--- src/rtl/rocket_pkg.sv ---
// Shared types and constants for the rocket slot arbiter.
package rocket_pkg;

   typedef logic signed [10:0] coord_t;

   typedef enum logic [1:0] {
      IDLE   = 2'd0,
      GRANT  = 2'd1,
      PAUSED = 2'd2
   } state_t;

   typedef enum logic {
      OWNER_PLAYER = 1'b0,
      OWNER_ALIEN  = 1'b1
   } owner_t;

   localparam coord_t PLAYER_X_OFFSET = 11'sd32;

endpackage

--- src/rtl/rocket_slot_arbiter_if.sv ---
// Fire request/grant and launch-data bundle between fire sources and the arbiter.
interface rocket_slot_arbiter_if #(parameter int NUM_SLOTS = 5);
   import rocket_pkg::*;

   logic                 playerReq;
   coord_t               playerX;
   coord_t               playerY;
   logic                 alienReq;
   coord_t               alienX;
   coord_t               alienY;
   coord_t               alienSpeed;
   logic                 playerGnt;
   logic                 alienGnt;
   logic [NUM_SLOTS-1:0] slotLoad;
   coord_t               initialX;
   coord_t               initialY;
   coord_t               initialSpeed;

   modport master (
      output playerReq, playerX, playerY, alienReq, alienX, alienY, alienSpeed,
      input  playerGnt, alienGnt, slotLoad, initialX, initialY, initialSpeed
   );

   modport slave (
      input  playerReq, playerX, playerY, alienReq, alienX, alienY, alienSpeed,
      output playerGnt, alienGnt, slotLoad, initialX, initialY, initialSpeed
   );

endinterface

--- src/rtl/rocket_slot_arbiter_slot_pool.sv ---
// Rocket slot busy mask, owner bits, lowest-free selection and per-owner counts.
module slot_pool
   import rocket_pkg::*;
#(
   parameter int NUM_SLOTS = 5
) (
   input  logic                 clk,
   input  logic                 resetN,
   input  logic                 alloc,
   input  owner_t               alloc_owner,
   input  logic [NUM_SLOTS-1:0] rel_mask,
   output logic [NUM_SLOTS-1:0] free_slot,
   output logic                 any_free,
   output logic [NUM_SLOTS-1:0] active,
   output logic [NUM_SLOTS-1:0] owner,
   output logic [2:0]           player_count,
   output logic [2:0]           alien_count
);

   logic [NUM_SLOTS-1:0] rel_hit;
   logic [NUM_SLOTS-1:0] alloc_mask;
   logic [2:0]           rel_player;
   logic [2:0]           rel_alien;
   logic                 alloc_player;
   logic                 alloc_alien;

   // lowest clear bit of the registered mask; zero when the pool is full
   assign free_slot    = ~active & (active + 1'b1);
   assign any_free     = ~&active;
   assign rel_hit      = rel_mask & active;
   assign alloc_mask   = alloc ? free_slot : '0;
   assign alloc_player = alloc && any_free && (alloc_owner == OWNER_PLAYER);
   assign alloc_alien  = alloc && any_free && (alloc_owner == OWNER_ALIEN);

   always_comb begin
      rel_player = '0;
      rel_alien  = '0;
      for (int i = 0; i < NUM_SLOTS; i++) begin
         if (rel_hit[i]) begin
            if (owner[i]) rel_alien = rel_alien + 3'd1;
            else          rel_player = rel_player + 3'd1;
         end
      end
   end

   always_ff @(posedge clk or negedge resetN) begin
      if (!resetN) begin
         active       <= '0;
         owner        <= '0;
         player_count <= '0;
         alien_count  <= '0;
      end else begin
         active       <= (active & ~rel_hit) | alloc_mask;
         owner        <= (owner & ~alloc_mask) | (alloc_alien ? alloc_mask : '0);
         player_count <= player_count - rel_player + {2'b00, alloc_player};
         alien_count  <= alien_count - rel_alien + {2'b00, alloc_alien};
      end
   end

endmodule

--- src/rtl/rocket_slot_arbiter.sv ---
// Shares the rocket slot pool between player and alien fire with quotas,
// frame cooldowns and round-robin arbitration.
//
//   state  | meaning
//   IDLE   | sample requests, pick a winner
//   GRANT  | grant/load strobe high for one cycle
//   PAUSED | allocation and cooldowns frozen, releases still honoured
module rocket_slot_arbiter
   import rocket_pkg::*;
#(
   parameter int NUM_SLOTS    = 5,
   parameter int PLAYER_MAX   = 2,
   parameter int ALIEN_MAX    = 3,
   parameter int PLAYER_CD    = 6,
   parameter int ALIEN_CD     = 3,
   parameter int PLAYER_SPEED = -128
) (
   input  logic                 clk,
   input  logic                 resetN,
   input  logic                 startOfFrame,
   input  logic                 pause,
   input  logic [NUM_SLOTS-1:0] releaseSlot,
   rocket_slot_arbiter_if.slave fire,
   output logic [NUM_SLOTS-1:0] activeSlots,
   output logic [NUM_SLOTS-1:0] slotOwner,
   output logic [2:0]           playerCount,
   output logic [2:0]           alienCount
);

   localparam coord_t PLAYER_SPEED_C = coord_t'(PLAYER_SPEED);

   state_t               state;
   owner_t               last_winner;
   logic [2:0]           player_cd;
   logic [2:0]           alien_cd;
   logic [NUM_SLOTS-1:0] free_slot;
   logic                 any_free;
   logic                 player_ok;
   logic                 alien_ok;
   logic                 take;
   logic                 win_alien;

   assign player_ok = fire.playerReq && any_free && (playerCount < 3'(PLAYER_MAX)) && (player_cd == '0);
   assign alien_ok  = fire.alienReq && any_free && (alienCount < 3'(ALIEN_MAX)) && (alien_cd == '0);
   assign take      = (state == IDLE) && !pause && (player_ok || alien_ok);
   assign win_alien = alien_ok && (!player_ok || (last_winner == OWNER_PLAYER));

   always_ff @(posedge clk or negedge resetN) begin
      if (!resetN) begin
         state <= IDLE;
      end else begin
         case (state)
            IDLE:    if (pause) state <= PAUSED;
                     else if (take) state <= GRANT;
            GRANT:   state <= pause ? PAUSED : IDLE;
            PAUSED:  if (!pause) state <= IDLE;
            default: state <= IDLE;
         endcase
      end
   end

   always_ff @(posedge clk or negedge resetN) begin
      if (!resetN) begin
         fire.playerGnt    <= 1'b0;
         fire.alienGnt     <= 1'b0;
         fire.slotLoad     <= '0;
         fire.initialX     <= '0;
         fire.initialY     <= '0;
         fire.initialSpeed <= '0;
         last_winner       <= OWNER_ALIEN;
      end else begin
         fire.playerGnt <= take && !win_alien;
         fire.alienGnt  <= take && win_alien;
         fire.slotLoad  <= take ? free_slot : '0;
         if (take && win_alien) begin
            fire.initialX     <= fire.alienX;
            fire.initialY     <= fire.alienY;
            fire.initialSpeed <= fire.alienSpeed;
         end else if (take) begin
            fire.initialX     <= fire.playerX + PLAYER_X_OFFSET;
            fire.initialY     <= fire.playerY;
            fire.initialSpeed <= PLAYER_SPEED_C;
         end else begin
            fire.initialX     <= '0;
            fire.initialY     <= '0;
            fire.initialSpeed <= '0;
         end
         // round-robin pointer only moves on a contested grant
         if (take && player_ok && alien_ok)
            last_winner <= win_alien ? OWNER_ALIEN : OWNER_PLAYER;
      end
   end

   always_ff @(posedge clk or negedge resetN) begin
      if (!resetN) begin
         player_cd <= '0;
         alien_cd  <= '0;
      end else begin
         if (take && !win_alien)
            player_cd <= 3'(PLAYER_CD);
         else if (startOfFrame && !pause && (player_cd != '0))
            player_cd <= player_cd - 3'd1;

         if (take && win_alien)
            alien_cd <= 3'(ALIEN_CD);
         else if (startOfFrame && !pause && (alien_cd != '0))
            alien_cd <= alien_cd - 3'd1;
      end
   end

   slot_pool #(
      .NUM_SLOTS (NUM_SLOTS)
   ) u_slot_pool (
      .clk          (clk),
      .resetN       (resetN),
      .alloc        (take),
      .alloc_owner  (win_alien ? OWNER_ALIEN : OWNER_PLAYER),
      .rel_mask     (releaseSlot),
      .free_slot    (free_slot),
      .any_free     (any_free),
      .active       (activeSlots),
      .owner        (slotOwner),
      .player_count (playerCount),
      .alien_count  (alienCount)
   );

endmodule

--- src/flat_wrapper.sv ---
// flat-port wrapper written by rule: the top's interface ports become plain ports
module rocket_slot_arbiter_flat import rocket_pkg::*;
#(
   parameter int NUM_SLOTS    = 5,
   parameter int PLAYER_MAX   = 2,
   parameter int ALIEN_MAX    = 3,
   parameter int PLAYER_CD    = 6,
   parameter int ALIEN_CD     = 3,
   parameter int PLAYER_SPEED = -128
)
  (clk, resetN, startOfFrame, pause, releaseSlot, activeSlots, slotOwner, playerCount, alienCount, fire_playerReq, fire_playerX, fire_playerY, fire_alienReq, fire_alienX, fire_alienY, fire_alienSpeed, fire_playerGnt, fire_alienGnt, fire_slotLoad, fire_initialX, fire_initialY, fire_initialSpeed);
  rocket_slot_arbiter_if #(.NUM_SLOTS(NUM_SLOTS)) fire_i ();
  input  logic clk;
  input  logic resetN;
  input  logic startOfFrame;
  input  logic pause;
  input  logic [NUM_SLOTS-1:0] releaseSlot;
  output logic [NUM_SLOTS-1:0] activeSlots;
  output logic [NUM_SLOTS-1:0] slotOwner;
  output logic [2:0] playerCount;
  output logic [2:0] alienCount;
  input wire logic [$bits(fire_i.playerReq)-1:0] fire_playerReq;
  input wire logic [$bits(fire_i.playerX)-1:0] fire_playerX;
  input wire logic [$bits(fire_i.playerY)-1:0] fire_playerY;
  input wire logic [$bits(fire_i.alienReq)-1:0] fire_alienReq;
  input wire logic [$bits(fire_i.alienX)-1:0] fire_alienX;
  input wire logic [$bits(fire_i.alienY)-1:0] fire_alienY;
  input wire logic [$bits(fire_i.alienSpeed)-1:0] fire_alienSpeed;
  output wire logic [$bits(fire_i.playerGnt)-1:0] fire_playerGnt;
  output wire logic [$bits(fire_i.alienGnt)-1:0] fire_alienGnt;
  output wire logic [$bits(fire_i.slotLoad)-1:0] fire_slotLoad;
  output wire logic [$bits(fire_i.initialX)-1:0] fire_initialX;
  output wire logic [$bits(fire_i.initialY)-1:0] fire_initialY;
  output wire logic [$bits(fire_i.initialSpeed)-1:0] fire_initialSpeed;
  assign fire_i.playerReq = fire_playerReq;
  assign fire_i.playerX = fire_playerX;
  assign fire_i.playerY = fire_playerY;
  assign fire_i.alienReq = fire_alienReq;
  assign fire_i.alienX = fire_alienX;
  assign fire_i.alienY = fire_alienY;
  assign fire_i.alienSpeed = fire_alienSpeed;
  assign fire_playerGnt = fire_i.playerGnt;
  assign fire_alienGnt = fire_i.alienGnt;
  assign fire_slotLoad = fire_i.slotLoad;
  assign fire_initialX = fire_i.initialX;
  assign fire_initialY = fire_i.initialY;
  assign fire_initialSpeed = fire_i.initialSpeed;
  rocket_slot_arbiter #(.NUM_SLOTS(NUM_SLOTS), .PLAYER_MAX(PLAYER_MAX), .ALIEN_MAX(ALIEN_MAX), .PLAYER_CD(PLAYER_CD), .ALIEN_CD(ALIEN_CD), .PLAYER_SPEED(PLAYER_SPEED)) u_core (.clk(clk), .resetN(resetN), .startOfFrame(startOfFrame), .pause(pause), .releaseSlot(releaseSlot), .fire(fire_i), .activeSlots(activeSlots), .slotOwner(slotOwner), .playerCount(playerCount), .alienCount(alienCount));
endmodule
--- config.mk ---
export PLATFORM = sky130hd
export DESIGN_NAME = rocket_slot_arbiter_flat
export DESIGN_NICKNAME = d
export VERILOG_FILES = /design/src/rtl/rocket_pkg.sv /design/src/rtl/rocket_slot_arbiter_if.sv /design/src/rtl/rocket_slot_arbiter_slot_pool.sv /design/src/rtl/rocket_slot_arbiter.sv /design/src/flat_wrapper.sv
export SDC_FILE = /design/constraint.sdc
export NUM_CORES = 1
export LEC_CHECK = 0
export CORE_MARGIN = 3
export CORE_UTILIZATION = 40
export DETAILED_ROUTE_END_ITERATION = 10
export PLACE_DENSITY = 0.86
export SYNTH_ARGS = -nofsm -noshare
export SYNTH_HDL_FRONTEND = slang
export SYNTH_SLANG_ARGS = --single-unit
--- constraint.sdc ---
create_clock -name clk -period 4.3 [get_ports clk]
set_clock_uncertainty 0.2 [all_clocks]
set_input_delay 0.86 -clock clk [delete_from_list [all_inputs] [get_ports clk]]
set_output_delay 0.86 -clock clk [all_outputs]
set_load 0.02 [all_outputs]
# Word level (Yosys, flattened, before mapping)
# Cells that the tools add are included.
# classes
n_eq_ne,4
bitwise_logic,11
order_cmp,2
n_mux,38
add_sub_neg,16
reduce_logical,34
# ops
operator,count
$mux W11,6
$mux W3,22
$add A3 B1 Y3 const B,8
$and A5 B5 Y5,4
$logic_and A1 B1 Y1,19
$not A5 Y5,3
$add A11 B7 Y11 const B,1
$mux W5,2
$or A5 B5 Y5,2
$mux W2,4
$add A3 B1 Y3,2
$logic_not A3 Y1,2
$lt A3 B2 Y1 const B,2
$pmux W2 S3,1
$reduce_bool A3 Y1,2
$sub A3 B1 Y3 const B,2
$sub A3 B3 Y3,2
$add A5 B1 Y5 const B,1
$reduce_and A5 Y1,1
$logic_not A1 Y1,4
$reduce_bool A2 Y1,2
$mux W1,3
$ne A3 B2 Y1 const B,1
$eq A2 B1 Y1 const B,1
6 further kinds,8
# totals
input_bits,66
register_bits,65
out_inout_bits,56
elab_cells,119

# Longest topological paths before layout
# Gate-level depths: netlist of run 1.
# depth
word_depth,16
depth_mapped,15
depth_no_buf,15

# Hierarchy
# A second synthesis of run 1 with hierarchy kept.
# hier_totals
hier_cells,321
area_unflattened_um2,3323.2
# modules_own_cells
mod,area_per_inst_um2,cells_per_inst,seq_area_each_um2,instances
rocket_slot_arbiter,2139.6,205,1227.4,1
slot_pool,1183.6,116,400.4,1

# Least setup slack after synthesis of run 1
# No wires, ideal clock.
# synth_path
path_type,input-to-reg
from,in releaseSlot[0]
to,reg u_core.u_slot_pool.player_count[2]
setup_ps,125
path_stages,15
path_buffers,0
setup_slack_ps,-122
arrival_time_ps,4097
required_time_ps,3975
cell_sequence,and3b_1 -> ha_1 -> mux2i_1 -> inv_1 -> ha_1 -> mux2_2 -> ha_1 -> mux2_2 -> ha_1 -> mux2i_1 -> ha_1 -> fa_1 -> xnor2_1 -> xnor2_1 -> xnor2_1
# synth_between
elab_chain_len,16
# synth_lines
element,line,text
start: declaration,flat_wrapper.sv:17,input logic [NUM_SLOTS-1:0] releaseSlot;
$and A5 B5 Y5 (*),rocket_slot_arbiter_slot_pool.sv:30,assign rel_hit = rel_mask & active;
$mux W3 (*),rocket_slot_arbiter_slot_pool.sv:39,if (rel_hit[i]) begin
$add A3 B1 Y3,rocket_slot_arbiter_slot_pool.sv:41,else rel_player = rel_player + 3'd1;
$mux W3,rocket_slot_arbiter_slot_pool.sv:40,if (owner[i]) rel_alien = rel_alien + 3'd1;
$mux W3 (*),rocket_slot_arbiter_slot_pool.sv:39,
$add A3 B1 Y3,rocket_slot_arbiter_slot_pool.sv:41,
$mux W3,rocket_slot_arbiter_slot_pool.sv:40,
$mux W3 (*),rocket_slot_arbiter_slot_pool.sv:39,
$add A3 B1 Y3,rocket_slot_arbiter_slot_pool.sv:41,
$mux W3,rocket_slot_arbiter_slot_pool.sv:40,
$mux W3 (*),rocket_slot_arbiter_slot_pool.sv:39,
$add A3 B1 Y3,rocket_slot_arbiter_slot_pool.sv:41,
$mux W3,rocket_slot_arbiter_slot_pool.sv:40,
$mux W3 (*),rocket_slot_arbiter_slot_pool.sv:39,
$sub A3 B3 Y3 (*),rocket_slot_arbiter_slot_pool.sv:55,"player_count <= player_count - rel_player + {2'b00, alloc_player};"
$add A3 B1 Y3 (*),rocket_slot_arbiter_slot_pool.sv:55,
end signal: assignment,rocket_slot_arbiter_slot_pool.sv:55,
end: declaration,rocket_slot_arbiter_slot_pool.sv:16,"output logic [2:0] player_count,"
# Every way passes the cells marked *; elsewhere a longest branch is shown, timed or not.
# A chain may end at the register's enable or synchronous reset.

# Worst setup path in the final report of run 1
# Same ends and word-level chain as after synthesis.

==> metrics.txt, run 1 <==
# TYPE chip_impl_metric gauge
chip_impl_metric{name="post_cts_hold_buffer_count",unit=""} 0
chip_impl_metric{name="regToRegSetupSlack",unit="ns"} 0.14
chip_impl_info{name="path_cells",value="buf_6 -> and3b_2 -> ha_4 -> mux2i_2 -> inv_1 -> ha_1 -> mux2_4 -> ha_4 -> mux2_4 -> ha_4 -> mux2i_1 -> ha_1 -> fa_2 -> xnor2_2 -> xnor2_2 -> xnor2_1"} 1
chip_impl_metric{name="final_wl",unit="um"} 8967
chip_impl_metric{name="syn_area",unit="um2"} 3162
chip_impl_metric{name="ys.warnings.count",unit=""} 0
chip_impl_info{name="setup.worst_path.start_class",value="primary input"} 1
chip_impl_info{name="netlist.top_cell.by_area",value="dfrtp_1"} 1
chip_impl_metric{name="wl_met1",unit="um"} 3271
chip_impl_info{name="cts.root.buffer_cell",value="clkbuf_8"} 1
chip_impl_metric{name="grt_antenna_before_repair",unit=""} 0
chip_impl_metric{name="wl_per_cell",unit="um"} 18.01
chip_impl_metric{name="final_area",unit="um2"} 4932
chip_impl_metric{name="drt_pass1_iterations",unit=""} 4
chip_impl_metric{name="grt_pass1_wl",unit="um"} 13560
chip_impl_metric{name="placeable_area",unit="um2"} 7447
chip_impl_metric{name="gr-total-overflow",unit=""} 0
chip_impl_metric{name="crit_fanout",unit=""} 3
chip_impl_info{name="cts_tree",value="built"} 1
chip_impl_metric{name="power_frac_comb",unit=""} 0.316
chip_impl_metric{name="ff_latch_area",unit="um2"} 1628
chip_impl_metric{name="gp_congestion",unit=""} 0.8546
chip_impl_metric{name="power_density",unit="nW/um2"} 417.4
chip_impl_metric{name="worst_hold_slack_across_all_endpoints",unit="ns"} 0.2879
chip_impl_metric{name="met3WireLength",unit="um"} 999
chip_impl_metric{name="layout_worst_path_cycle_share",unit=""} 0.9832
chip_impl_metric{name="die-width",unit="um"} 94.91
chip_impl_metric{name="cts_sinks",unit=""} 65
chip_impl_metric{name="num_antenna_cells",unit=""} 0
chip_impl_info{name="critical_path.startpoint",value="releaseSlot[0]"} 1
chip_impl_info{name="launch_point_of_the_worst_reg_to_reg_path",value="u_core.u_slot_pool.active[0]"} 1
chip_impl_metric{name="fill_cells",unit=""} 546
chip_impl_metric{name="p_leak",unit="uW"} 0.002244
chip_impl_metric{name="switching_share_of_power",unit=""} 0.3030
chip_impl_metric{name="hold_violations",unit=""} 0
chip_impl_metric{name="layout.nets",unit=""} 481
chip_impl_metric{name="floorplan.die.height",unit="um"} 94.91
chip_impl_metric{name="cts_htree_levels",unit=""} 3
chip_impl_metric{name="drc",unit=""} 0
chip_impl_metric{name="finalWorstPathRequiredPeriod",unit="ns"} 4.228
chip_impl_info{name="outcome",value="completed"} 1
chip_impl_metric{name="ys_seq_area_frac",unit=""} 0.5148
chip_impl_info{name="timing.critical_path.slowest_stage_cell",value="fa_2"} 1
chip_impl_metric{name="syn_area_per_cell",unit="um2"} 12.25
chip_impl_info{name="most_frequently_used_flop_master_after_synthesis",value="dfrtp_1"} 1
chip_impl_metric{name="synth_top_area_share",unit=""} 0.5065
chip_impl_info{name="cp-end-kind",value="flop"} 1
chip_impl_info{name="timing.hold.worst.class",value="reg -> reg"} 1
chip_impl_metric{name="grt_start_max_net_pins",unit=""} 45
chip_impl_metric{name="report.final.slew_viol_count",unit=""} 0
chip_impl_metric{name="layout-area-overhead-vs-synth",unit="%"} 56.00
chip_impl_info{name="topRoutingLayerUsed",value="met4"} 1
chip_impl_metric{name="vias_per_cell",unit=""} 5.074
chip_impl_metric{name="io-pin-count",unit=""} 122
chip_impl_metric{name="route.met2.wl",unit="um"} 4506
chip_impl_metric{name="cts_max_path_buffers",unit=""} 2
chip_impl_metric{name="fp.dieArea",unit="um2"} 9007
chip_impl_metric{name="port_buffers",unit=""} 121
chip_impl_metric{name="layout.cells.non_filler",unit=""} 498
chip_impl_metric{name="cell_internal_pwr",unit="uW"} 1435
chip_impl_info{name="critPathCapture",value="u_core.u_slot_pool.player_count[2]"} 1
chip_impl_metric{name="dpl_cell_area",unit="um2"} 4516
chip_impl_metric{name="timing.fmax",unit="MHz"} 236.5
chip_impl_info{name="most_common_cell_after_layout_fill_and_taps_aside",value="clkdlybuf4s50_1"} 1
chip_impl_metric{name="fin_util",unit=""} 0.6623
chip_impl_metric{name="clk_pin_slew",unit="ns"} 0.07
chip_impl_metric{name="worst-r2r-cell-count",unit=""} 15
chip_impl_metric{name="switching_power",unit="uW"} 623.8
chip_impl_metric{name="cpPeakStageDelay",unit="ns"} 0.40
chip_impl_metric{name="hpwl",unit="um"} 6429
chip_impl_metric{name="max_capacitance_violation_count",unit=""} 0
chip_impl_metric{name="multi_input_area",unit="um2"} 1549
chip_impl_metric{name="postSynthRegisterBits",unit=""} 65
chip_impl_metric{name="num_vias",unit=""} 2527
chip_impl_metric{name="violation_count_after_the_first_detailed_route_iteration",unit=""} 122
chip_impl_metric{name="globalRouteTotalUtil",unit=""} 0.1996
chip_impl_metric{name="grt_pass1_vias",unit=""} 2675
chip_impl_metric{name="drive_above_1_share",unit=""} 0.1504
chip_impl_metric{name="seq_power_share",unit=""} 0.367
chip_impl_metric{name="critPathRequiredTime",unit="ns"} 4.36
chip_impl_info{name="crit_path_category",value="in -> reg"} 1
chip_impl_metric{name="row_count",unit=""} 31
chip_impl_metric{name="starting_density_of_the_core",unit=""} 0.4246
chip_impl_metric{name="power.clock.fraction",unit=""} 0.317
chip_impl_metric{name="cts_buffer_count",unit=""} 9
chip_impl_metric{name="synth_enable_flop_cells",unit=""} 0
chip_impl_info{name="critical-path-top-cell-by-count",value="ha_4"} 1
chip_impl_metric{name="tightest_slew",unit="ns"} 0.9721
chip_impl_metric{name="ant_nets",unit=""} 0
chip_impl_metric{name="worstSkewPairLatency",unit="ns"} 0.34
chip_impl_metric{name="finalSetupViolations",unit=""} 0
chip_impl_metric{name="post_synth_inst_count",unit=""} 258
chip_impl_metric{name="numPlacedInstances",unit=""} 479
chip_impl_metric{name="crit_arrival",unit="ns"} 4.29
chip_impl_metric{name="peakVddDrop",unit="mV"} 0.2963
chip_impl_info{name="timing.rr.end",value="u_core.u_slot_pool.player_count[2]"} 1
chip_impl_info{name="cell_types_occupying_the_most_area_after_synthesis",value="dfrtp_1 51%, ha_1 7.5%, a22o_1 5.3%"} 1
chip_impl_info{name="most-common-layout-cells",value="118 x clkdlybuf4s50_1, 64 x dfrtp_1, 23 x inv_1"} 1
chip_impl_metric{name="setup_total_negative_slack",unit="ns"} 0
chip_impl_metric{name="synth_nets",unit=""} 345
chip_impl_metric{name="asyncSetResetFlopFracSynth",unit=""} 1.000
chip_impl_metric{name="netlist-cell-type-count",unit=""} 49
chip_impl_metric{name="slew-limit-headroom",unit=""} 0.3519
-- registers in the layout (all words and copies together), names as in the netlist, named ones only --
| name | flops |
|---|---|
| u_core.u_slot_pool.player_count | 3 |
| u_core.fire.slotLoad | 5 |
| u_core.fire.initialSpeed | 11 |
| u_core.state | 2 |
| u_core.u_slot_pool.active | 5 |
| u_core.fire.alienGnt | 1 |
| u_core.fire.initialX | 11 |
| u_core.fire.playerGnt | 1 |
| u_core.u_slot_pool.alien_count | 3 |
| u_core.player_cd | 3 |
| u_core.fire.initialY | 11 |
| u_core.last_winner | 1 |
| u_core.alien_cd | 3 |
-- worst max-delay path, delay by kind of cell --
family                   cells  cell delay [ns]
XOR/XNOR                     3             0.49
multiplexers                 4             0.79
buffers and inverters        2             0.16
adder cells (fa/ha/maj)      6             1.75
AND/OR/NAND/NOR              1             0.23
-- power groups by stage --
stage	sequential, uW	clock (uW)	combinational (uW)
2_1_floorplan	808	0	291
3_3_place_gp	761	0	558
3_5_place_dp	764	0	585
4_1_cts	755	664	609
5_1_grt	765	692	699
6_report	756	652	650
-- metal layers --
layer | vias to the layer above | track usage
met4 | 0 | 0.06851
li1 | 1177 | -
met5 | - | 0
met3 | 16 | 0.06932
met1 | 1223 | 0.2246
met2 | 111 | 0.3506
-- metrics by stage --
step                power, uW  setup slack (ns)
floorplan                1099         -0.008623
global placement         1320           -0.5168
detailed placement       1348           -0.6696
finish                   2059           0.07230
global route             2156          -0.02832
CTS                      2028         0.0002629
-- layout make-up --
cell class,count,area share
tap,99,0.02511
inverter,23,0.01750
multi-input combinational,163,0.3141
clock buffer,10,0.02790
timing repair buffer,132,0.2620
sequential,65,0.3300
clock inverter,6,0.02334
-- how the worst min path moves through the flow --
stage                             from            endpoint  cells past startpoint
CTS                 u_core.alien_cd[2]  u_core.alien_cd[2]                      1
detailed placement  u_core.alien_cd[2]  u_core.alien_cd[2]                      1
finish              u_core.alien_cd[2]  u_core.alien_cd[2]                      1
global placement    u_core.alien_cd[2]  u_core.alien_cd[2]                      1
global route        u_core.alien_cd[2]  u_core.alien_cd[2]                      1
floorplan           u_core.alien_cd[2]  u_core.alien_cd[2]                      1
-- cell families after synthesis --
| family | Yosys count | synth area share |
|---|---|---|
| mux | 13 | 0.04432 |
| xor+xnor | 25 | 0.07835 |
| simple gates | 64 | 0.1258 |
| flops | 65 | 0.5148 |
| buf+inv | 30 | 0.04036 |
| compound gates | 40 | 0.1084 |
| fa+ha+maj | 21 | 0.08785 |
-- repair_timing --
item / CTS / global route
resized for setup: 13 / 12
buffers inserted: 3 / 0
endpoints found under the setup margin: 3 / 2
pin swaps: 9 / 13
-- cells in the mapped netlist (2+ instances only) --
cell type	number
dfrtp_1	64
inv_1	23
o21ai_0	4
nor3_1	4
o211a_1	2
ha_1	19
fa_1	2
nand4_1	4
xnor2_1	16
and3_1	4
o211ai_1	2
and3b_1	3
buf_2	3
mux2i_1	5
o2bb2ai_1	3
o21a_1	4
mux2_1	2
nor2_1	6
clkbuf_1	2
mux2_2	6
and2_1	8
nand2_1	13
nand3_1	9
xor2_1	7
a22o_1	19
Power figures use the tool's default switching activity.
==> run 2, diff against run 1 <==
CELL_PAD_IN_SITES_DETAIL_PLACEMENT = 0   (was not set)
CELL_PAD_IN_SITES_GLOBAL_PLACEMENT = 1   (was not set)
CORE_UTILIZATION = 30   (was 40)
PLACE_DENSITY = 0.84   (was 0.86)
==> run 2 against run 1 <==
Against the previous run:
- register-to-register slack better by 0.17 ns
- global-route usage down 5.8 points
- wire length down 5.4%
- power down 8.4%
- fmax up 0.87%
- critical path depth unchanged
- first-iteration DRC count up 26%
- cell area up 0.18%
- worst setup slack better by 0.036 ns
- largest cell class unchanged
==> metrics.txt, run 2 (synthesis gave the netlist of run 1 again) <==
# TYPE chip_impl_metric gauge
chip_impl_info{name="outcome",value="completed"} 1
chip_impl_metric{name="cts_max_path_buffers",unit=""} 2
chip_impl_metric{name="io-pin-count",unit=""} 122
chip_impl_metric{name="power_frac_comb",unit=""} 0.327
chip_impl_metric{name="multi_input_area",unit="um2"} 1543
chip_impl_metric{name="final_area",unit="um2"} 4941
chip_impl_metric{name="gr-total-overflow",unit=""} 0
chip_impl_metric{name="slew-limit-headroom",unit=""} 0.5210
chip_impl_metric{name="critPathRequiredTime",unit="ns"} 4.36
chip_impl_metric{name="vias_per_cell",unit=""} 4.703
chip_impl_metric{name="tightest_slew",unit="ns"} 0.7185
chip_impl_metric{name="worst_hold_slack_across_all_endpoints",unit="ns"} 0.2880
chip_impl_metric{name="switching_power",unit="uW"} 585.0
chip_impl_info{name="most_common_cell_after_layout_fill_and_taps_aside",value="clkdlybuf4s50_1"} 1
chip_impl_metric{name="max_capacitance_violation_count",unit=""} 0
chip_impl_info{name="timing.critical_path.slowest_stage_cell",value="fa_2"} 1
chip_impl_metric{name="fp.dieArea",unit="um2"} 11810
chip_impl_metric{name="floorplan.die.height",unit="um"} 108.7
chip_impl_metric{name="timing.fmax",unit="MHz"} 238.6
chip_impl_metric{name="drc",unit=""} 0
chip_impl_metric{name="finalSetupViolations",unit=""} 0
chip_impl_metric{name="hold_violations",unit=""} 0
chip_impl_metric{name="finalWorstPathRequiredPeriod",unit="ns"} 4.191
chip_impl_metric{name="power_density",unit="nW/um2"} 381.6
chip_impl_metric{name="grt_pass1_wl",unit="um"} 12880
chip_impl_metric{name="power.clock.fraction",unit=""} 0.274
chip_impl_info{name="cts_tree",value="built"} 1
chip_impl_metric{name="row_count",unit=""} 36
chip_impl_metric{name="cell_internal_pwr",unit="uW"} 1301
chip_impl_info{name="timing.hold.worst.class",value="reg -> reg"} 1
chip_impl_metric{name="placeable_area",unit="um2"} 10000
chip_impl_metric{name="ant_nets",unit=""} 0
chip_impl_metric{name="p_leak",unit="uW"} 0.002246
chip_impl_metric{name="cts_buffer_count",unit=""} 9
chip_impl_metric{name="dpl_cell_area",unit="um2"} 4566
chip_impl_info{name="most-common-layout-cells",value="118 x clkdlybuf4s50_1, 64 x dfrtp_1, 23 x inv_1"} 1
chip_impl_metric{name="crit_fanout",unit=""} 3
chip_impl_metric{name="globalRouteTotalUtil",unit=""} 0.1415
chip_impl_metric{name="report.final.slew_viol_count",unit=""} 0
chip_impl_metric{name="final_wl",unit="um"} 8482
chip_impl_metric{name="cpPeakStageDelay",unit="ns"} 0.36
chip_impl_metric{name="drive_above_1_share",unit=""} 0.1514
chip_impl_metric{name="die-width",unit="um"} 108.7
chip_impl_metric{name="wl_per_cell",unit="um"} 15.82
chip_impl_metric{name="cts_htree_levels",unit=""} 3
chip_impl_info{name="grt_setup_unrepaired",value="false"} 1
chip_impl_metric{name="layout-area-overhead-vs-synth",unit="%"} 56.27
chip_impl_metric{name="violation_count_after_the_first_detailed_route_iteration",unit=""} 154
chip_impl_metric{name="clk_pin_slew",unit="ns"} 0.07
chip_impl_metric{name="peakVddDrop",unit="mV"} 0.2715
chip_impl_metric{name="grt_start_max_net_pins",unit=""} 36
chip_impl_metric{name="finalPower",unit="uW"} 1886
chip_impl_metric{name="numPlacedInstances",unit=""} 514
chip_impl_metric{name="cts_sinks",unit=""} 65
chip_impl_info{name="cp-end-kind",value="flop"} 1
chip_impl_metric{name="switching_share_of_power",unit=""} 0.3103
chip_impl_metric{name="port_buffers",unit=""} 121
chip_impl_metric{name="num_vias",unit=""} 2521
chip_impl_metric{name="setup_total_negative_slack",unit="ns"} 0
chip_impl_metric{name="gp_congestion",unit=""} 0.8062
chip_impl_metric{name="fill_cells",unit=""} 920
chip_impl_metric{name="hpwl",unit="um"} 6294
chip_impl_metric{name="grt_pass1_vias",unit=""} 2599
chip_impl_metric{name="layout_worst_path_cycle_share",unit=""} 0.9747
chip_impl_metric{name="layout.cells.non_filler",unit=""} 536
chip_impl_metric{name="drt_pass1_iterations",unit=""} 4
chip_impl_info{name="largest_registers",value="u_core.fire.initialSpeed (11), u_core.fire.initialX (11), u_core.fire.initialY (11)"} 1
chip_impl_info{name="critical-path-top-cell-by-count",value="ha_1"} 1
chip_impl_metric{name="ff_latch_area",unit="um2"} 1628
chip_impl_info{name="path_cells",value="clkbuf_2 -> and3b_1 -> ha_1 -> mux2i_1 -> inv_1 -> ha_1 -> mux2_4 -> ha_4 -> mux2_4 -> ha_4 -> mux2i_1 -> ha_1 -> fa_2 -> xnor2_2 -> xnor2_1 -> xnor2_1"} 1
chip_impl_metric{name="grt_antenna_before_repair",unit=""} 0
chip_impl_metric{name="worstSkewPairLatency",unit="ns"} 0.34
chip_impl_info{name="setup.worst_path.start_class",value="primary input"} 1
chip_impl_metric{name="layout.nets",unit=""} 486
chip_impl_metric{name="starting_density_of_the_core",unit=""} 0.3162
chip_impl_info{name="cts.root.buffer_cell",value="clkbuf_8"} 1
chip_impl_metric{name="seq_power_share",unit=""} 0.399
chip_impl_metric{name="num_antenna_cells",unit=""} 0
chip_impl_metric{name="crit_arrival",unit="ns"} 4.25
chip_impl_info{name="crit_path_category",value="in -> reg"} 1
## run 2: cell types whose count changed in the layout (fill, tap and decap cells not counted), sizes merged
cell,before,now
clkinv,2,3
buf,13,17
bufinv,3,1
clkbuf,10,11
## run 2: layout make-up
cell class,count,area share
sequential,65,0.3295
multi-input combinational,163,0.3122
inverter,23,0.01747
clock buffer,10,0.02786
tap,133,0.03368
timing repair buffer,137,0.2679
clock inverter,5,0.01140
## run 2: worst max-delay path, delay by kind of cell
| kind | cells | cell delay, ns |
|---|---|---|
| buffers and inverters | 2 | 0.19 |
| adder cells (fa/ha/maj) | 6 | 1.74 |
| XOR/XNOR | 3 | 0.47 |
| AND/OR/NAND/NOR | 1 | 0.18 |
| multiplexers | 4 | 0.82 |
## run 2: layer usage
layer / global-route usage / up-vias / wire length [um]
li1: - / 1184 / -
met1: 0.1754 / 1254 / 3529
met2: 0.2352 / 69 / 4309
met3: 0.03434 / 14 / 491
met4: 0.06041 / 0 / 152
met5: 0 / - / 0
## run 2: final timing paths
| path | startpoint | endpoint | slack (ns) | cells past startpoint |
|---|---|---|---|---|
| max in group asynchronous | resetN | u_core.last_winner | 2.57 | 2 |
| min in group asynchronous | resetN | u_core.fire.initialSpeed[3] | 0.38 | 1 |
| worst max register to register | u_core.u_slot_pool.active[0] | u_core.u_slot_pool.player_count[2] | 0.31 | 15 |
| worst min register to register | u_core.state[0] | u_core.state[1] | 0.29 | 1 |
| worst max-delay path | releaseSlot[0] | u_core.u_slot_pool.player_count[2] | 0.11 | 16 |
| worst min-delay path | u_core.state[0] | u_core.state[1] | 0.29 | 1 |
## run 2: power groups by stage
| stage | Combinational (uW) | Clock (uW) | Sequential, uW |
|---|---|---|---|
| floorplan | 291 | 0 | 808 |
| global placement | 565 | 0 | 761 |
| detailed placement | 587 | 0 | 763 |
| CTS | 620 | 539 | 753 |
| global route | 678 | 560 | 765 |
| finish | 616 | 516 | 753 |
## run 2: stage by stage
stage | util | worst slack (ns)
after floorplan | - | -0.008623
after global placement | 0.4566 | -0.5466
after detailed placement | 0.4566 | -0.6477
after CTS | 0.4876 | 0.008762
after global routing | 0.4941 | 0.01411
final | 0.4941 | 0.1088
## run 2: timing repair
item                       in CTS  in global routing
setup endpoints to repair       2                  2
pin swaps                      10                 13
buffers inserted                4                  3
hold buffers                    0                  0
gates resized for setup        12                  9
hold endpoints to repair        0                  0
==> run 3, diff against run 2 <==
PLACE_DENSITY = 0.85   (was 0.84)
SYNTH_HIERARCHICAL = 1   (was not set)
==> run 3 against run 2 <==
Against the previous run:
- sequential share of layout area fell by 0.81 points
- utilization fell by 1.4 points
- clock power rose by 23%
- combinational power shrank 15%
- global-route usage grew 0.66 points
- highest routed layer unchanged
==> metrics.txt, run 3 <==
# TYPE chip_impl_metric gauge
chip_impl_info{name="outcome",value="completed"} 1
chip_impl_info{name="largest_registers",value="u_core/fire.initialSpeed (11), u_core/fire.initialX (11), u_core/fire.initialY (11)"} 1
chip_impl_metric{name="die-width",unit="um"} 111.3
chip_impl_metric{name="cts_sinks",unit=""} 65
chip_impl_metric{name="grt_antenna_before_repair",unit=""} 0
chip_impl_info{name="most_frequently_used_flop_master_after_synthesis",value="dfrtp_1"} 1
chip_impl_metric{name="synth_enable_flop_cells",unit=""} 0
chip_impl_metric{name="timing.fmax",unit="MHz"} 236.6
chip_impl_info{name="timing.rr.end",value="u_core/u_slot_pool/player_count[2]"} 1
chip_impl_info{name="critical_path.startpoint",value="releaseSlot[0]"} 1
chip_impl_info{name="cts_tree",value="built"} 1
chip_impl_metric{name="io-pin-count",unit=""} 122
chip_impl_metric{name="hpwl",unit="um"} 6695
chip_impl_metric{name="cts_htree_levels",unit=""} 3
chip_impl_info{name="critPathCapture",value="u_core/u_slot_pool/alien_count[2]"} 1
chip_impl_info{name="synth.most_common_cell",value="dfrtp_1"} 1
chip_impl_metric{name="layout-area-overhead-vs-synth",unit="%"} 52.45
chip_impl_info{name="grt_setup_unrepaired",value="true"} 1
chip_impl_metric{name="globalRouteTotalUtil",unit=""} 0.1481
chip_impl_metric{name="post_synth_inst_count",unit=""} 321
chip_impl_metric{name="max_capacitance_violation_count",unit=""} 0
chip_impl_metric{name="crit_arrival",unit="ns"} 4.28
chip_impl_metric{name="slew-limit-headroom",unit=""} 0.3288
chip_impl_metric{name="placeable_area",unit="um2"} 10560
chip_impl_metric{name="gr-total-overflow",unit=""} 0
chip_impl_metric{name="cts_max_path_buffers",unit=""} 2
chip_impl_metric{name="syn_area_per_cell",unit="um2"} 10.35
chip_impl_metric{name="final_area",unit="um2"} 5066
chip_impl_metric{name="hold_violations",unit=""} 0
chip_impl_metric{name="row_count",unit=""} 37
chip_impl_metric{name="clk_pin_slew",unit="ns"} 0.08
chip_impl_metric{name="dpl_cell_area",unit="um2"} 4766
chip_impl_metric{name="vias_per_cell",unit=""} 4.776
chip_impl_metric{name="grt_pass1_wl",unit="um"} 14880
chip_impl_info{name="crit_path_category",value="in -> reg"} 1
chip_impl_info{name="launch_point_of_the_worst_reg_to_reg_path",value="u_core/u_slot_pool/active[0]"} 1
chip_impl_metric{name="port_buffers",unit=""} 121
chip_impl_metric{name="drt_pass1_iterations",unit=""} 4
chip_impl_info{name="cell_types_occupying_the_most_area_after_synthesis",value="dfrtp_1 48%, nand3_1 7.5%, ha_1 7.2%"} 1
chip_impl_metric{name="tightest_slew",unit="ns"} 1.007
chip_impl_metric{name="layout_worst_path_cycle_share",unit=""} 0.9829
chip_impl_metric{name="report.final.slew_viol_count",unit=""} 0
chip_impl_info{name="netlist.top_cell.by_area",value="dfrtp_1"} 1
chip_impl_metric{name="grt_start_max_net_pins",unit=""} 36
chip_impl_info{name="cts.root.buffer_cell",value="clkbuf_8"} 1
chip_impl_metric{name="fp.dieArea",unit="um2"} 12380
chip_impl_metric{name="wl_per_cell",unit="um"} 15.24
chip_impl_metric{name="regToRegSetupSlack",unit="ns"} 0.26
chip_impl_metric{name="finalSetupViolations",unit=""} 0
chip_impl_metric{name="fin_util",unit=""} 0.4800
chip_impl_info{name="most-common-layout-cells",value="118 x clkdlybuf4s50_1, 64 x dfrtp_1, 50 x nand3_1"} 1
chip_impl_metric{name="floorplan.die.height",unit="um"} 111.3
chip_impl_metric{name="peakVddDrop",unit="mV"} 0.1862
chip_impl_info{name="timing.hold.worst.class",value="reg -> reg"} 1
chip_impl_metric{name="drc",unit=""} 0
chip_impl_metric{name="crit_fanout",unit=""} 3
chip_impl_metric{name="cts_buffer_count",unit=""} 9
chip_impl_metric{name="layout.nets",unit=""} 543
chip_impl_metric{name="ant_nets",unit=""} 0
chip_impl_metric{name="violation_count_after_the_first_detailed_route_iteration",unit=""} 106
chip_impl_metric{name="finalWorstPathRequiredPeriod",unit="ns"} 4.227
chip_impl_info{name="most_common_cell_after_layout_fill_and_taps_aside",value="clkdlybuf4s50_1"} 1
chip_impl_metric{name="numPlacedInstances",unit=""} 579
chip_impl_metric{name="gp_congestion",unit=""} 0.7955
chip_impl_metric{name="grt_pass1_vias",unit=""} 2976
chip_impl_metric{name="final_wl",unit="um"} 9099
chip_impl_info{name="setup.worst_path.start_class",value="primary input"} 1
chip_impl_metric{name="num_vias",unit=""} 2851
chip_impl_metric{name="layout.cells.non_filler",unit=""} 597
chip_impl_info{name="cp-end-kind",value="flop"} 1
chip_impl_metric{name="p_leak",unit="uW"} 0.002191
chip_impl_info{name="synthTopCellsByCount",value="64 x dfrtp_1, 50 x nand3_1, 26 x a21oi_1"} 1
chip_impl_metric{name="postSynthRegisterBits",unit=""} 65
chip_impl_metric{name="synth_top_area_share",unit=""} 0.4819
chip_impl_metric{name="worstSkewPairLatency",unit="ns"} 0.34
chip_impl_metric{name="worst-r2r-cell-count",unit=""} 15
chip_impl_metric{name="starting_density_of_the_core",unit=""} 0.3148
chip_impl_metric{name="syn_area",unit="um2"} 3323
chip_impl_metric{name="netlist-cell-type-count",unit=""} 45
chip_impl_metric{name="ys.warnings.count",unit=""} 6
chip_impl_metric{name="drive_above_1_share",unit=""} 0.1367
chip_impl_metric{name="synth_nets",unit=""} 408
chip_impl_metric{name="asyncSetResetFlopFracSynth",unit=""} 1.000
chip_impl_metric{name="worst_hold_slack_across_all_endpoints",unit="ns"} 0.2700
chip_impl_metric{name="ys_seq_area_frac",unit=""} 0.4898
chip_impl_metric{name="num_antenna_cells",unit=""} 0
chip_impl_metric{name="power_density",unit="nW/um2"} 372.3
chip_impl_metric{name="critPathRequiredTime",unit="ns"} 4.36
-- run 3: what timing repair did --
action | CTS | global route
hold buffers | 0 | 0
setup endpoints to repair | 2 | 2
gates cloned | 0 | 0
buffers inserted | 1 | 1
pin swaps | 10 | 10
gates resized for setup | 10 | 3
-- run 3: critical path, cell delays in order --
cell     delay, ns
buf_2         0.11
and3_4        0.18
ha_4          0.21
mux2i_2       0.18
inv_1         0.07
ha_1          0.27
nand4_1       0.11
nand2_1       0.07
ha_1          0.29
nor2_2        0.04
a31oi_2       0.17
ha_1          0.25
mux2i_1       0.16
ha_1          0.27
fa_2          0.36
xor2_2        0.18
xnor2_1       0.20
xnor2_1       0.16
xnor2_1       0.13
-- run 3: how the worst min path moves through the flow --
stage                               start               to  slack [ns]  cells past startpoint
after floorplan           u_core/state[0]  u_core/state[1]        0.25                      1
after global placement    u_core/state[0]  u_core/state[1]        0.26                      1
after detailed placement  u_core/state[0]  u_core/state[1]        0.26                      1
after CTS                 u_core/state[0]  u_core/state[1]        0.27                      1
after global routing      u_core/state[0]  u_core/state[1]        0.31                      1
final                     u_core/state[0]  u_core/state[1]        0.27                      1
-- run 3: metrics by stage --
stage	power [uW]	TNS (ns)	setup slack (ns)
floorplan	1028	-0.01304	-0.01304
global placement	1225	-1.246	-0.5063
detailed placement	1251	-1.744	-0.6584
CTS	1904	0	0.06901
global route	2008	-0.07627	-0.05044
finish	1886	0	0.07342
-- run 3: cells by family after synthesis --
family,Yosys count,synth area share
adders and majority gates,21,0.08359
DFF,65,0.4898
buffers and inverters,35,0.04744
and+or+nand+nor,121,0.1962
muxes,12,0.04480
xor gates and xnor gates,25,0.06589
AOI/OAI and AO/OA,42,0.07229
-- run 3: power breakdown --
part           switching, uW  internal, uW  total, uW
Combinational            255           269        524
Clock                    249           388        637
Sequential              46.1           678        725
-- run 3: layout make-up --
type                            count  area [um2]
Clock buffer                       10       127.6
Clock inverter                      6       116.4
Fill cell                         992        5489
Inverter                           21       81.33
Multi-Input combinational cell    221        1615
Sequential cell                    65        1628
Tap cell                          136       170.2
Timing Repair Buffer              138        1328
-- run 3: per-layer routing --
layer | up-vias | global-route usage | part of all wire
li1 | 1370 | - | -
met3 | 5 | 0.04039 | 0.052
met1 | 1399 | 0.1813 | 0.43
met4 | 0 | 0.03163 | 0.0059
met5 | - | 0 | 0
met2 | 77 | 0.2606 | 0.51
